`config.mk`:
```
export PLATFORM = sky130hd
export DESIGN_NAME = scan_sequencer
export DESIGN_NICKNAME = d
export VERILOG_FILES = /design/src/rtl/scan_pkg.sv /design/src/rtl/raster_counter.sv /design/src/rtl/scan_sequencer.sv
export SDC_FILE = /design/constraint.sdc
export NUM_CORES = 1
export LEC_CHECK = 0
export CAP_MARGIN = 10
export CORE_ASPECT_RATIO = 1.25
export CORE_MARGIN = 1
export CORE_UTILIZATION = 40
export CTS_BUF_LIST = sky130_fd_sc_hd__clkbuf_4
export DETAILED_ROUTE_END_ITERATION = 10
export PLACE_DENSITY = 0.69
export SYNTH_ARGS = -nofsm -noshare
export SYNTH_HDL_FRONTEND = slang
export SYNTH_SLANG_ARGS = --single-unit
```
`constraint.sdc`:
```
create_clock -name clk -period 2.7 [get_ports clk]
set_clock_uncertainty 0.1 [all_clocks]
set_input_delay 0.405 -clock clk [delete_from_list [all_inputs] [get_ports clk]]
set_output_delay 0.405 -clock clk [all_outputs]
set_load 0.02 [all_outputs]
```
`src/rtl/scan_pkg.sv`:
```
// Shared types and constants for the frame-scan controller.
// The optional no-digit watchdog is enabled by defining SCAN_TIMEOUT_EN.
package scan_pkg;

  localparam int unsigned H_ACTIVE_DEF = 640;
  localparam int unsigned V_ACTIVE_DEF = 480;
  localparam int          COORD_W      = 10;

  typedef enum logic [2:0] {
    IDLE  = 3'd0,
    HSCAN = 3'd1,
    VSCAN = 3'd2,
    RECOG = 3'd3,
    DONE  = 3'd4
  } scan_state_t;

  function automatic logic is_scan_state(input scan_state_t st);
    return (st == HSCAN) || (st == VSCAN) || (st == RECOG);
  endfunction

endpackage

```
`src/rtl/raster_counter.sv`:
```
// Row/column coordinate registers for the frame scan.
// The counter steps in raster order, or in column-major order when transposed.
module raster_counter
  import scan_pkg::*;
#(
  parameter int unsigned H_ACTIVE = H_ACTIVE_DEF,
  parameter int unsigned V_ACTIVE = V_ACTIVE_DEF
) (
  input  logic               clk,
  input  logic               rst,
  input  logic               clear,
  input  logic               enable,
  input  logic               transpose,
  output logic [COORD_W-1:0] row_o,
  output logic [COORD_W-1:0] col_o,
  output logic               wrap
);

  localparam logic [COORD_W-1:0] ROW_LAST = COORD_W'(V_ACTIVE - 1);
  localparam logic [COORD_W-1:0] COL_LAST = COORD_W'(H_ACTIVE - 1);

  logic [COORD_W-1:0] row_q, row_d;
  logic [COORD_W-1:0] col_q, col_d;
  logic               last_row;
  logic               last_col;

  assign last_row = (row_q == ROW_LAST);
  assign last_col = (col_q == COL_LAST);

  // Reports that this cycle's step would roll over to (0,0); independent of
  // clear so the sequencer can use it to decide the transition itself.
  assign wrap = enable & last_row & last_col;

  always_comb begin
    row_d = row_q;
    col_d = col_q;
    if (clear) begin
      row_d = '0;
      col_d = '0;
    end else if (enable) begin
      if (transpose) begin
        if (last_row) begin
          row_d = '0;
          col_d = last_col ? '0 : col_q + 1'b1;
        end else begin
          row_d = row_q + 1'b1;
        end
      end else begin
        if (last_col) begin
          col_d = '0;
          row_d = last_row ? '0 : row_q + 1'b1;
        end else begin
          col_d = col_q + 1'b1;
        end
      end
    end
  end

  always_ff @(posedge clk or negedge rst) begin
    if (!rst) begin
      row_q <= '0;
      col_q <= '0;
    end else begin
      row_q <= row_d;
      col_q <= col_d;
    end
  end

  assign row_o = row_q;
  assign col_o = col_q;

endmodule

```
`src/rtl/scan_sequencer.sv`:
```
// Frame-scan controller: sequences HSCAN -> VSCAN -> RECOG over the frame buffer.
// Define SCAN_TIMEOUT_EN to end a scan phase after two full passes with no edges.
module scan_sequencer
  import scan_pkg::*;
#(
  parameter int unsigned H_ACTIVE = H_ACTIVE_DEF,
  parameter int unsigned V_ACTIVE = V_ACTIVE_DEF,
  parameter int unsigned ADDR_W   = 19
) (
  input  logic                 clk,
  input  logic                 rst,
  input  logic                 iStart,
  input  logic [1:0]           iEdgeDone,
  input  logic                 iRecogFin,
  output logic [COORD_W-1:0]   oRow,
  output logic [COORD_W-1:0]   oCol,
  output logic [ADDR_W-1:0]    oAddr,
  output logic                 oHscan,
  output logic                 oVscan,
  output logic                 oEnEdge,
  output logic                 oEnRecog,
  output logic                 oBusy,
  output logic                 oDone,
  output logic                 oTimeout
);

  scan_state_t        state_q, state_d;
  logic               cnt_clear;
  logic               cnt_enable;
  logic               cnt_transpose;
  logic               cnt_wrap;
  logic               timeout_d;
  logic [COORD_W-1:0] row;
  logic [COORD_W-1:0] col;
  logic [ADDR_W-1:0]  row_ext;

  logic hscan_q, vscan_q, en_edge_q, en_recog_q, busy_q, done_q;

`ifdef SCAN_TIMEOUT_EN
  logic wrap_seen_q, wrap_seen_d;
  logic timeout_q;
`else
  logic cnt_wrap_unused;
  assign cnt_wrap_unused = cnt_wrap;
`endif

  // Phase transitions take priority over counting; a watchdog expiry only
  // fires when the phase's own done input is low on the wrapping cycle.
  always_comb begin
    state_d   = state_q;
    timeout_d = 1'b0;
    unique case (state_q)
      IDLE: if (iStart) state_d = HSCAN;
      HSCAN: begin
        if (iEdgeDone[0]) begin
          state_d = VSCAN;
        end
`ifdef SCAN_TIMEOUT_EN
        else if (cnt_wrap && wrap_seen_q) begin
          state_d   = DONE;
          timeout_d = 1'b1;
        end
`endif
      end
      VSCAN: begin
        if (iEdgeDone[1]) begin
          state_d = RECOG;
        end
`ifdef SCAN_TIMEOUT_EN
        else if (cnt_wrap && wrap_seen_q) begin
          state_d   = DONE;
          timeout_d = 1'b1;
        end
`endif
      end
      RECOG: if (iRecogFin) state_d = DONE;
      DONE:  state_d = IDLE;
      default: state_d = IDLE;
    endcase
  end

  assign cnt_clear     = (state_d != state_q);
  assign cnt_enable    = is_scan_state(state_q);
  assign cnt_transpose = (state_q == VSCAN);

`ifdef SCAN_TIMEOUT_EN
  always_comb begin
    wrap_seen_d = wrap_seen_q;
    if (cnt_clear) begin
      wrap_seen_d = 1'b0;
    end else if (cnt_wrap) begin
      wrap_seen_d = 1'b1;
    end
  end
`endif

  raster_counter #(
    .H_ACTIVE (H_ACTIVE),
    .V_ACTIVE (V_ACTIVE)
  ) u_raster_counter (
    .clk       (clk),
    .rst       (rst),
    .clear     (cnt_clear),
    .enable    (cnt_enable),
    .transpose (cnt_transpose),
    .row_o     (row),
    .col_o     (col),
    .wrap      (cnt_wrap)
  );

  // Status outputs are decoded from the next state so they line up with the
  // state register and the freshly cleared coordinates.
  always_ff @(posedge clk or negedge rst) begin
    if (!rst) begin
      state_q    <= IDLE;
      hscan_q    <= 1'b0;
      vscan_q    <= 1'b0;
      en_edge_q  <= 1'b0;
      en_recog_q <= 1'b0;
      busy_q     <= 1'b0;
      done_q     <= 1'b0;
`ifdef SCAN_TIMEOUT_EN
      wrap_seen_q <= 1'b0;
      timeout_q   <= 1'b0;
`endif
    end else begin
      state_q    <= state_d;
      hscan_q    <= (state_d == HSCAN) || (state_d == RECOG);
      vscan_q    <= (state_d == VSCAN);
      en_edge_q  <= (state_d == HSCAN) || (state_d == VSCAN);
      en_recog_q <= (state_d == RECOG);
      busy_q     <= (state_d != IDLE);
      done_q     <= (state_d == DONE);
`ifdef SCAN_TIMEOUT_EN
      wrap_seen_q <= wrap_seen_d;
      timeout_q   <= timeout_d;
`endif
    end
  end

  // Row * 640 as shift-and-add; only valid for the default 640-pixel row.
  assign row_ext = ADDR_W'(row);
  assign oAddr   = (row_ext << 9) + (row_ext << 7) + ADDR_W'(col);

  assign oRow     = row;
  assign oCol     = col;
  assign oHscan   = hscan_q;
  assign oVscan   = vscan_q;
  assign oEnEdge  = en_edge_q;
  assign oEnRecog = en_recog_q;
  assign oBusy    = busy_q;
  assign oDone    = done_q;
`ifdef SCAN_TIMEOUT_EN
  assign oTimeout = timeout_q;
`else
  assign oTimeout = 1'b0;
`endif

endmodule

```
# Yosys cells after proc, flatten, opt, wreduce, memory -nomap -nowiden
# Cells that the tools add are included.
# word_totals
word_cells,49
ff_bits,29
out_inout_bits,46
input_bits,6
# classes
n_reduce_logical,10
mux,15
eq_ne,11
n_addsub,4
# op_table
operator,count
10-bit 2-to-1 mux,10
"10-bit by 1-bit adder with 10-bit output, second input constant",2
19-bit by 10-bit adder with 19-bit output,1
19-bit by 17-bit adder with 19-bit output,1
"3-bit by 2-bit equality test with 1-bit output, second input constant",4
3-bit 2-to-1 mux,4
3-bit case mux with 4 select lines,1
"10-bit equality test, second input constant",1
"10-bit by 9-bit equality test with 1-bit output, second input constant",1
"3-bit by 1-bit equality test with 1-bit output, second input constant",2
3-bit nonzero test,2
1-bit logical OR,4
2-bit AND reduction,2
"3-bit equality test, second input constant",1
3-bit zero test,1
"3-bit by 2-bit inequality test with 1-bit output, second input constant",1
3-bit inequality test,1
2-bit nonzero test,1

# Depth between registers and ports, before layout
# logic_depth
word_depth,6
depth_mapped,8
mapped_depth_nobuf,8

# Modules after synthesis
# Synthesis repeated with hierarchy kept, for this count alone.
# hier_totals
cells_unflattened,256
area_unflattened_um2,2403.6
# modules_own_cells
mod,area_per_inst_um2,instances,cells_each,seq_area_each_um2
raster_counter,1317.5,1,136,500.5
scan_sequencer,1086.0,1,120,225.2

# Worst setup path before layout
# Ideal clock, no wire load.
# synth_path
path_kind,register -> output
start,"register u_raster_counter.row_q[0], in the netlist u_raster_counter.row_o[0]"
end,output port oAddr[17]
path_slack_ns,-0.556
path_buffers,0
required_time_ns,2.195
arrival_time_ns,2.751
stages_incl_launch_ff,9
cell_sequence,dfrtp_1 -> inv_1 -> fa_1 -> inv_1 -> ha_1 -> a211oi_1 -> o211ai_1 -> nand2_1 -> o311ai_0
# synth_via
elab_chain_cells,2
# synth_rtl
element,line_no,text
start: declaration,raster_counter.sv:22,"logic [COORD_W-1:0] row_q, row_d;"
start signal: assignment,raster_counter.sv:64,row_q <= row_d;
19-bit by 17-bit adder with 19-bit output,scan_sequencer.sv:143,assign oAddr = (row_ext << 9) + (row_ext << 7) + ADDR_W'(col);
19-bit by 10-bit adder with 19-bit output,scan_sequencer.sv:143,
end: declaration,scan_sequencer.sv:17,"output logic [ADDR_W-1:0] oAddr,"
# Every way passes these cells.

# Worst setup path in the final report
# Same ends and word-level chain as after synthesis.

==> metrics.md <==
| Metric | Value |
|---|---|
| Worst-Skew Late Latency | 0.34 ns |
| Critical path arrival | approximately 2.6 ns |
| RSZ-0062 raised after global routing | yes |
| Period utilization | 116.5% |
| Switching fraction of total power | 39.79% |
| Filler cells | 508 |
| Clock power share | 20.4% |
| Die height | 85.94 um |
| Synth Cell Area | 0.002255 mm^2 |
| FFs w/ async S/R, synth | 100.0% |
| Post-Syn Instances | between 200 and 300 |
| Grt ovf | 0 |
| Worst slew margin | 55.21% |
| Synth unique cells | 55 |
| Failing checks | negative setup slack |
| Count leader, synth | dfrtp_1 |
| Endpoints failing hold | 0 |
| CP Data Required Time | 2.19 ns |
| Number of global-route vias before repair | about 2100 |
| PD cells | 547.1 mW/mm^2 |
| Clk buf depth | 2 |
| Yosys warns | 0 |
| Fin area | 0.003234 mm^2 |
| Top cell type by total area after synthesis | dfrtp_1 |
| Hold Path Class | input pin to async pin |
| LEAKAGE | 1.485 nW |
| Total GRT Usage | 19.70% |
| Hpwl dp | 4246 um |
| Status | finished with violations |
| Crit-path slowest cell | fa_1 |
| GR Util met2 | 36.10% |
| DRC viols | 0 |
| CTS tree | done |
| Crit-path cells | inv_2 > fa_1 > inv_2 > ha_4 > a211oi_4 > o211ai_1 > a2111o_1 > o311ai_4 > buf_6 |
| Clk root buf | clkbuf_4 |
| DR vias | 2256 |
| Achievable Freq | 318.0 MHz |
| CP Class | register to output port |
| Internal | 0.001066 W |
| Largest cells by area after synthesis | dfrtp_1, ha_1, a21oi_1, buf_4, nor2_1 |
| CP max stage delay | 0.54 ns |
| Initial antenna violation count | 0 |
| GPL Wtd Cong | 0.8561 |
| Antenna fix cells | 0 |
| Fin crit period | 3.144 ns |
| Most used cell, CP | inv_2 |
| Placed Area | 0.003113 mm^2 |
| Core area | 0.005443 mm^2 |
| Final layout net count | 368 |
| Synth-to-layout area growth | 43.45% |
| H-tree depth | 2 |
| Comb power frac | 46.8% |
| Initial Util | 41.43% |
| # IOs | 52 |
| Sw power | 0.0007040 W |
| Average vias per placed instance | 5.584 |
| Antenna-violating nets left | 0 |
| Clk slew on worst S/H paths | 0.10 ns |
| Routed WL per cell | between 10 and 15 um |
| Layer with the highest usage | met2 |
| Critical path fanouts, max | 2 |
| Sequential share of the synthesized area | 32.19% |
| Core Rows | 30 |
| Worst setup margin | -0.4444 ns |
| Total iterations of the first detailed-routing run | 4 |
| Multi-input logic area | between 0.001 and 0.0015 mm^2 |
| Synth top area share | 32.19% |
| Worst VDD drop | about 0.00045 V |
| Syn nets | around 280 |
| Top delay family on crit path | compound AO/OA/AOI/OAI gates |
| Most frequent cells after synthesis | dfrtp_1, a21oi_1, ha_1, nor2_1, nand2_1 |
| Seq. cell area | 732.0 um^2 |
| # setup viols final | 7 |
| Post-synth EDFFs | 0 |
| Number of buffers added on ports | 50 |
| Hold buffers post-CTS | 0 |
| Share of post-route cells with drive strength above 1 | 25.88% |
| CTS Buf Count | 5 |
| Pin count of the biggest net entering global routing | 30 |
| Final core utilization | 59.43% |
| Drt total wl | roughly 5600 um |
| Main synth FF type | dfrtp_1 |
| First-pass GRT wire length | 9494 um |
| Max Cap Viol | 0 |
| Post-Syn Area per Cell | 8.877 um^2 |
| Final Max Slew Viols | 0 |
| Seq pwr share | 32.9% |
| Flops & latches, synth | 29 |
| Crit. End Element | output port |
| M3 GR Usage | 3.173% |
| Die ar. | just under 0.006 mm^2 |
| Worst Tran Pin Value | about 0.67 ns |
| Die X-Extent | 69.15 um |
| Buf+Inv Stages, Crit Path | 3 |
| DR iter-0 viols | between 40 and 50 |
| Clock Sinks | 29 |
| Crit start category | register |
| Met1 Resource Use GR | a little under a quarter |
-- layer usage --
metal | part of all wire, % | vias up
met5 | 0 | -
met4 | 1.4 | 0
met3 | 3.3 | 5
met2 | 53 | 51
met1 | 42 | 1078
li1 | - | 1122
-- worst register-to-register path, stage by stage (launching register included) --
cell and delay, ns:
dfrtp_2 0.42, buf_4 0.13, ha_1 0.20, and4_1 0.36, a41oi_1 0.14, buf_4 0.21, or4_1 0.51, a21oi_1 0.14
-- worst paths after layout --
check | end | startpoint | slack [ns] | cells after the start
setup / recovery | oAddr[17] | u_raster_counter.row_o[0]$_DFFE_PN0P_ | -0.44 | 9
min in group clk | u_raster_counter.col_o[1]$_DFFE_PN0P_ | u_raster_counter.col_o[1]$_DFFE_PN0P_ | 0.49 | 2
setup reg to reg | u_raster_counter.col_o[6]$_DFFE_PN0P_ | u_raster_counter.row_o[1]$_DFFE_PN0P_ | 0.42 | 7
max in group asynchronous | u_raster_counter.row_o[1]$_DFFE_PN0P_ | rst | 1.85 | 2
hold / removal | u_raster_counter.col_o[7]$_DFFE_PN0P_ | rst | 0.35 | 2
hold reg to reg | u_raster_counter.col_o[1]$_DFFE_PN0P_ | u_raster_counter.col_o[1]$_DFFE_PN0P_ | 0.49 | 2
-- cell usage in the layout (no fill, tap or decap), drive strengths merged, types with 4 or more instances in the layout --
cell / instances
a211oi: 4
a21oi: 26
and3: 5
buf: 57
clkbuf: 7
clkdlybuf4s50: 40
dfrtp: 29
ha: 21
inv: 11
nand2: 15
nand3: 9
nand4: 7
nor2: 16
nor3: 5
nor4: 4
o21ai: 13
or3: 4
or4: 4
xnor2: 5
-- state kept, by name, summed over array words and instances (netlist names) --
signal	flops
oBusy	1
oEnEdge	1
oEnRecog	1
oHscan	1
oVscan	1
state_q	3
u_raster_counter.col_o	10
u_raster_counter.row_o	10
oDone	1
-- layout make-up --
cell class                      count  share of cell area [%]
Multi-Input combinational cell    194                   44.91
Timing Repair Buffer               98                   26.27
Sequential cell                    29                   22.63
Tap cell                           64                   2.476
Clock buffer                        6                   1.393
Inverter                           11                   1.277
Clock inverter                      2                   1.044
-- power groups by stage --
stage / clock network (W) / logic [W] / registers [W]
final: 0.000360 / 0.000827 / 0.000582
after global routing: 0.000387 / 0.000908 / 0.000593
after CTS: 0.000368 / 0.000833 / 0.000581
after detailed placement: 0 / 0.000821 / 0.000587
after global placement: 0 / 0.000804 / 0.000587
after floorplan: 0 / 0.000469 / 0.000628
-- cell families (layout without fill, tap and decap cells) --
group,Yosys count,in the layout,synth area share [%]
AND/OR/NAND/NOR,85,85,20.53
AO/OA/AOI/OAI,73,73,21.14
buffers and inverters,31,117,6.992
flip-flops,29,29,32.19
adder cells (fa/ha/maj),23,23,13.43
XOR/XNOR,7,7,2.719
multiplexers,5,5,2.830
other,1,1,0.1663
-- through the flow --
step	total power (W)	setup TNS (ns)	cells	worst slack [ns]	hold WS, ns
after floorplan	0.001097	-0.001281	254	-0.001281	0.009409
after CTS	0.001782	-2.429	403	-0.4706	0.3603
final	0.001770	-2.348	404	-0.4444	0.3467
after global routing	0.001888	-3.425	404	-0.5622	0.3720
after detailed placement	0.001408	-3.350	393	-0.6549	0.4766
after global placement	0.001391	-3.145	393	-0.6095	0.4688
-- what timing repair did --
action	in CTS	in global routing
resized for setup	54	11
endpoints found under the hold margin	0	0
setup endpoints to repair	10	10
pin swaps	18	9
setup buffers	2	2
No activity file was read; power rests on OpenSTA's default activity.
